<file path="config.mk">
export PLATFORM = sky130hd
export DESIGN_NAME = load_store_unit
export DESIGN_NICKNAME = d
export VERILOG_FILES = /design/src/rtl/lsu_pkg.sv /design/src/rtl/lsu_lane_align.sv /design/src/rtl/load_store_unit.sv
export SDC_FILE = /design/constraint.sdc
export NUM_CORES = 1
export LEC_CHECK = 0
export BUFFER_PORTS_ARGS = -buffer_cell sky130_fd_sc_hd__buf_4
export CORE_MARGIN = 5
export CORE_UTILIZATION = 46
export DETAILED_ROUTE_END_ITERATION = 10
export PLACE_DENSITY = 0.78
export SETUP_SLACK_MARGIN = 0.3
export SYNTH_ARGS = -nofsm -noshare
export SYNTH_HDL_FRONTEND = slang
export SYNTH_SLANG_ARGS = --single-unit
</file>
<file path="constraint.sdc">
create_clock -name clk -period 2.1 [get_ports clk]
set_input_delay 0 -clock clk [delete_from_list [all_inputs] [get_ports clk]]
set_output_delay 0 -clock clk [all_outputs]
set_load 0.02 [all_outputs]
</file>
<file path="src/rtl/lsu_pkg.sv">
// Shared definitions for the load/store unit: access-size codes and FSM states.
package lsu_pkg;

  localparam logic [1:0] SZ_BYTE = 2'b00;
  localparam logic [1:0] SZ_HALF = 2'b01;
  localparam logic [1:0] SZ_WORD = 2'b10;

  typedef enum logic [1:0] {
    ST_IDLE   = 2'b00,
    ST_ACCESS = 2'b01,
    ST_WRITE  = 2'b10,
    ST_RESP   = 2'b11
  } lsu_state_t;

endpackage

</file>
<file path="src/rtl/lsu_lane_align.sv">
// Little-endian lane steering: load extract/extend and sub-word store merge.
module lsu_lane_align
  import lsu_pkg::*;
(
  input  logic [31:0] rd_word,
  input  logic [1:0]  offset,
  input  logic [1:0]  size,
  input  logic        is_unsigned,
  input  logic [31:0] wdata,
  output logic [31:0] load_data,
  output logic [31:0] merged
);

  logic [4:0]  shamt;
  logic [31:0] shifted;
  logic [31:0] lane_mask;
  logic [31:0] ins_data;

  always_comb begin
    shamt     = {offset, 3'b000};
    shifted   = rd_word >> shamt;
    load_data = shifted;
    lane_mask = 32'hFFFF_FFFF;
    case (size)
      SZ_BYTE: begin
        load_data = is_unsigned ? {24'h0, shifted[7:0]} : {{24{shifted[7]}}, shifted[7:0]};
        lane_mask = 32'h0000_00FF << shamt;
      end
      SZ_HALF: begin
        load_data = is_unsigned ? {16'h0, shifted[15:0]} : {{16{shifted[15]}}, shifted[15:0]};
        lane_mask = 32'h0000_FFFF << shamt;
      end
      default: ;
    endcase
    // Store data arrives right-justified; move it up to the addressed lane.
    ins_data = wdata << shamt;
    merged   = (rd_word & ~lane_mask) | (ins_data & lane_mask);
  end

endmodule

</file>
<file path="src/rtl/load_store_unit.sv">
// Single-outstanding load/store initiator with read-modify-write for sub-word stores.
// Optional saturating statistics counters are built when LSU_STATS_EN is defined.
//
// state  | meaning
// IDLE   | ready for a request; checks size/alignment/range on accept
// ACCESS | memory read (loads, SB/SH) or direct word write (SW)
// WRITE  | writes the merged word for SB/SH
// RESP   | response held until resp_ready
module load_store_unit
  import lsu_pkg::*;
#(
  parameter int ADDR_BITS = 14,
  parameter int STAT_W    = 16
) (
  input  logic              clk,
  input  logic              reset,
  input  logic              req_valid,
  output logic              req_ready,
  input  logic              req_we,
  input  logic [1:0]        req_size,
  input  logic              req_unsigned,
  input  logic [31:0]       req_addr,
  input  logic [31:0]       req_wdata,
  output logic              resp_valid,
  input  logic              resp_ready,
  output logic [31:0]       resp_rdata,
  output logic              resp_err,
  output logic [31:0]       mem_addr,
  output logic [31:0]       mem_wdata,
  output logic              mem_wr_en,
  input  logic [31:0]       mem_rdata,
  output logic [STAT_W-1:0] stat_loads,
  output logic [STAT_W-1:0] stat_stores,
  output logic [STAT_W-1:0] stat_errors
);

  lsu_state_t  state;
  logic        op_we;
  logic        op_unsigned;
  logic [1:0]  op_size;
  logic [31:0] op_addr;
  logic [31:0] op_wdata;
  logic [31:0] merged_q;
  logic [31:0] load_data;
  logic [31:0] merged_d;
  logic        req_err;
  logic        direct_write;

  lsu_lane_align u_align (
    .rd_word     (mem_rdata),
    .offset      (op_addr[1:0]),
    .size        (op_size),
    .is_unsigned (op_unsigned),
    .wdata       (op_wdata),
    .load_data   (load_data),
    .merged      (merged_d)
  );

  always_comb begin
    req_err = 1'b0;
    if (req_size == 2'b11)                          req_err = 1'b1;
    if ((req_addr >> ADDR_BITS) != 32'd0)           req_err = 1'b1;
    if (req_size == SZ_WORD && req_addr[1:0] != 2'b00) req_err = 1'b1;
    if (req_size == SZ_HALF && req_addr[0])         req_err = 1'b1;
  end

  // SW needs no read, so it writes straight out of ACCESS.
  assign direct_write = (state == ST_ACCESS) && op_we && (op_size == SZ_WORD);

  assign req_ready  = (state == ST_IDLE);
  assign resp_valid = (state == ST_RESP);
  assign mem_addr   = (state == ST_ACCESS || state == ST_WRITE) ? {op_addr[31:2], 2'b00} : 32'd0;
  assign mem_wdata  = (state == ST_WRITE) ? merged_q : (direct_write ? op_wdata : 32'd0);
  assign mem_wr_en  = !reset && ((state == ST_WRITE) || direct_write);

  always_ff @(posedge clk) begin
    if (reset) begin
      state       <= ST_IDLE;
      op_we       <= 1'b0;
      op_unsigned <= 1'b0;
      op_size     <= 2'b00;
      op_addr     <= 32'd0;
      op_wdata    <= 32'd0;
      merged_q    <= 32'd0;
      resp_rdata  <= 32'd0;
      resp_err    <= 1'b0;
    end else begin
      case (state)
        ST_IDLE: begin
          if (req_valid) begin
            op_we       <= req_we;
            op_unsigned <= req_unsigned;
            op_size     <= req_size;
            op_addr     <= req_addr;
            op_wdata    <= req_wdata;
            resp_rdata  <= 32'd0;
            resp_err    <= req_err;
            state       <= req_err ? ST_RESP : ST_ACCESS;
          end
        end
        ST_ACCESS: begin
          if (!op_we) begin
            resp_rdata <= load_data;
            state      <= ST_RESP;
          end else if (op_size == SZ_WORD) begin
            state <= ST_RESP;
          end else begin
            merged_q <= merged_d;
            state    <= ST_WRITE;
          end
        end
        ST_WRITE: state <= ST_RESP;
        ST_RESP:  if (resp_ready) state <= ST_IDLE;
        default:  state <= ST_IDLE;
      endcase
    end
  end

`ifdef LSU_STATS_EN
  logic resp_done;
  assign resp_done = (state == ST_RESP) && resp_ready;

  always_ff @(posedge clk) begin
    if (reset) begin
      stat_loads  <= '0;
      stat_stores <= '0;
      stat_errors <= '0;
    end else if (resp_done) begin
      if (resp_err) begin
        if (stat_errors != '1) stat_errors <= stat_errors + STAT_W'(1);
      end else if (op_we) begin
        if (stat_stores != '1) stat_stores <= stat_stores + STAT_W'(1);
      end else begin
        if (stat_loads != '1) stat_loads <= stat_loads + STAT_W'(1);
      end
    end
  end
`else
  assign stat_loads  = '0;
  assign stat_stores = '0;
  assign stat_errors = '0;
`endif

endmodule

</file>
==> results.toml <==
[sta]
max_freq_ghz = 0.524
fin_ws_ns = 0.191
worstMarginPinSlew_ns = 0.983
setup-violations-final = 0
period_share_pct = 90.9
slew_headroom_pct = 34.2
rsz0062_at_grt = "yes"
finClkSkew_ns = 0.00610
tns_ns = 0
finalMaxSlewViolations = 0
finalCriticalPeriod_ns = 1.91
finalHoldViolCount = 0

[finish]
mostFrequentLayoutCells = "buf_4 (201), nand2_1 (158), dfxtp_1 (129), dlygate4sd3_1 (94), a21oi_1 (70)"
layout.nets = 1257
drive_above_1_share_pct = 34.7
stdcell_count = 1374
final_common_cell = "buf_4"
nFillCells = 1019
area_delta_synth_final_pct = 54.8

[logic_synthesis]
synth_warnings = 0
synth_top_area_share_pct = 37.8
ys.flop_type = "dfxtp_1"
avgSynthCellArea_um2 = 8.32
netlist_instances = 860
synth_edf_count = 0
ys_ff_latch = 135
seq_area_frac_synth_pct = 37.8
async_flop_share_pct = 0
mappedNetlistArea_um2 = 7160
synthTopCellsByArea = "dfxtp_1 (38%), nand2_1 (8.3%), mux2i_1 (5.6%), buf_4 (5.2%), mux2_2 (5.2%)"
synth_cell_types = 50
synth_top_cell_by_area = "dfxtp_1"

[route]
vias = 7738
drc = 0
wl_met1_um = 10100
drt_iter0_drc = 752
wl_met3_um = 3500
highest_layer = "met4"
wl_um = 27800
met2_length_um = 13000
via_per_inst = 5.63
dr.pass1.iters = 7
avgRoutedWirePerCell_um = 20.2
postRouteAntennaNets = 0

[clock_tree]
cts_htree_levels = 4
clock-sinks = 135
clkTransAtPathRegs_ns = 0.06
cts_root_buf = "clkbuf_16"
cts_buffers = 17
clockBufferDepth = 2
cts_tree = "done"
insertion_delay_ns = 0.43

[floorplanning]
row_count = 45
start_util_pct = 46.9
coreArea_um2 = 15300
die-area_um2 = 18100
die_x_um = 135
pin_count = 252
fp.dieH_um = 135

[global_route]
grt_pass1_vias = 7325
grt.overflow.total = 0
antenna_found_initial = 0
grt_pass1_wl_um = 39000
grt_max_degree = 71
grt_usage_pct = 27.1

[placement]
gp_congestion = 0.908
io_buffers = 201
preCtsSetupSlack_ns = 0.154
placed_cells = 1225
dp_hpwl_um = 16800

[worst_hold_path]
hold_path.class = "in -> reg"

[outcome]
status = "completed"

[critical_path]
crit_type = "reg -> reg"
cp.arrival_ns = 2.27
crit_path_start_kind = "flip-flop"
endpoint_kind = "flip-flop"
worstPathMaxFanout = 8
cp.required_ns = 2.46

[job]
cap_violations = 0

[pwr]
p_leak_nw = 4.42
cellPowerDensity_nw_per_um2 = 1070
vdd_drop_max_mv = 0.872
[state kept, by name (all words and copies together) (netlist names)]
register     cells
merged_q        32
op_addr         32
op_wdata        32
resp_rdata      32
op_size          2
state            2
op_unsigned      1
op_we            1
resp_err         1
[layer usage]
metal	vias up	global-route usage (%)
li1	3505	-
met1	3565	32.7
met2	561	44.0
met3	107	9.13
met4	0	11.8
met5	-	0
[power breakdown]
group	leakage [nW]	internal (W)	switching, W	total, W
Combinational	3.05	0.00246	0.00308	0.00555
Sequential	1.10	0.00300	0.000449	0.00345
Clock	0.266	0.00167	0.00118	0.00285
Total	4.42	0.00714	0.00471	0.0119
[critical path, stage by stage (launching register included)]
cell	delay (ns)
dfxtp_4	0.39
inv_4	0.06
ha_4	0.15
nor2b_4	0.12
or4b_4	0.52
buf_6	0.16
nor2_2	0.11
buf_4	0.17
a221o_1	0.16
[timing repair]
action	4_1_cts	5_1_grt
pin swaps	1	22
setup buffers	7	6
endpoints found under the setup margin	66	74
hold endpoints to repair	115	0
cloned	3	6
resized for setup	21	112
hold buffers	94	0
[cell type report]
cell class	instances	area (µm²)	area share, %
diodes	1	2.50	0.0226
flip-flops and latches	135	2720	24.6
repair buffers	340	3120	28.2
clock inverters	13	123	1.11
well taps	211	264	2.38
multi-input cells	651	4390	39.6
clock buffers	19	443	4.00
inverters	4	20.0	0.181
[final timing paths]
check | start | end | slack (ns) | depth (start not counted)
setup reg to reg | state[0]$_SDFFE_PP0P_ | resp_rdata[26]$_SDFFE_PP0P_ | 0.19 | 8
hold / removal | resp_ready | state[1]$_SDFFE_PP0P_ | 0.04 | 4
setup / recovery | state[0]$_SDFFE_PP0P_ | resp_rdata[26]$_SDFFE_PP0P_ | 0.19 | 8
hold reg to reg | op_addr[26]$_SDFFE_PP0P_ | op_addr[26]$_SDFFE_PP0P_ | 0.45 | 2
[synth_stat cells (all sizes together), types with 7 or more instances]
cell / instances
mux2: 33
a21oi: 70
a311oi: 8
nor3: 17
nor2b: 7
mux4: 8
nand3b: 9
a221o: 16
a211oi: 18
dfxtp: 135
and2: 31
o211ai: 9
o31ai: 8
clkbuf: 53
mux2i: 40
o2bb2ai: 7
buf: 68
a221oi: 15
nand2: 159
a22oi: 9
nor2: 93
nor3b: 9
[kinds of logic after synthesis]
group	share of synthesized area, %
fa+ha+maj	0.699
compound gates	17.3
flops	37.8
buf+inv	9.58
simple gates	21.1
xor+xnor	0.122
mux	13.3
other cells	0.0524
[through the flow]
stage	hold slack [ns]	cell area (µm²)	util [%]	power [W]
5_1_grt	0.0711	11100	72.6	0.0123
2_1_floorplan	0.136	7370	-	0.00617
6_report	0.0414	11100	72.6	0.0119
3_3_place_gp	0.247	8730	57.2	0.00745
3_5_place_dp	0.256	8730	57.2	0.00751
4_1_cts	0.0225	10500	68.5	0.0109
Power figures use the tool's default switching activity.
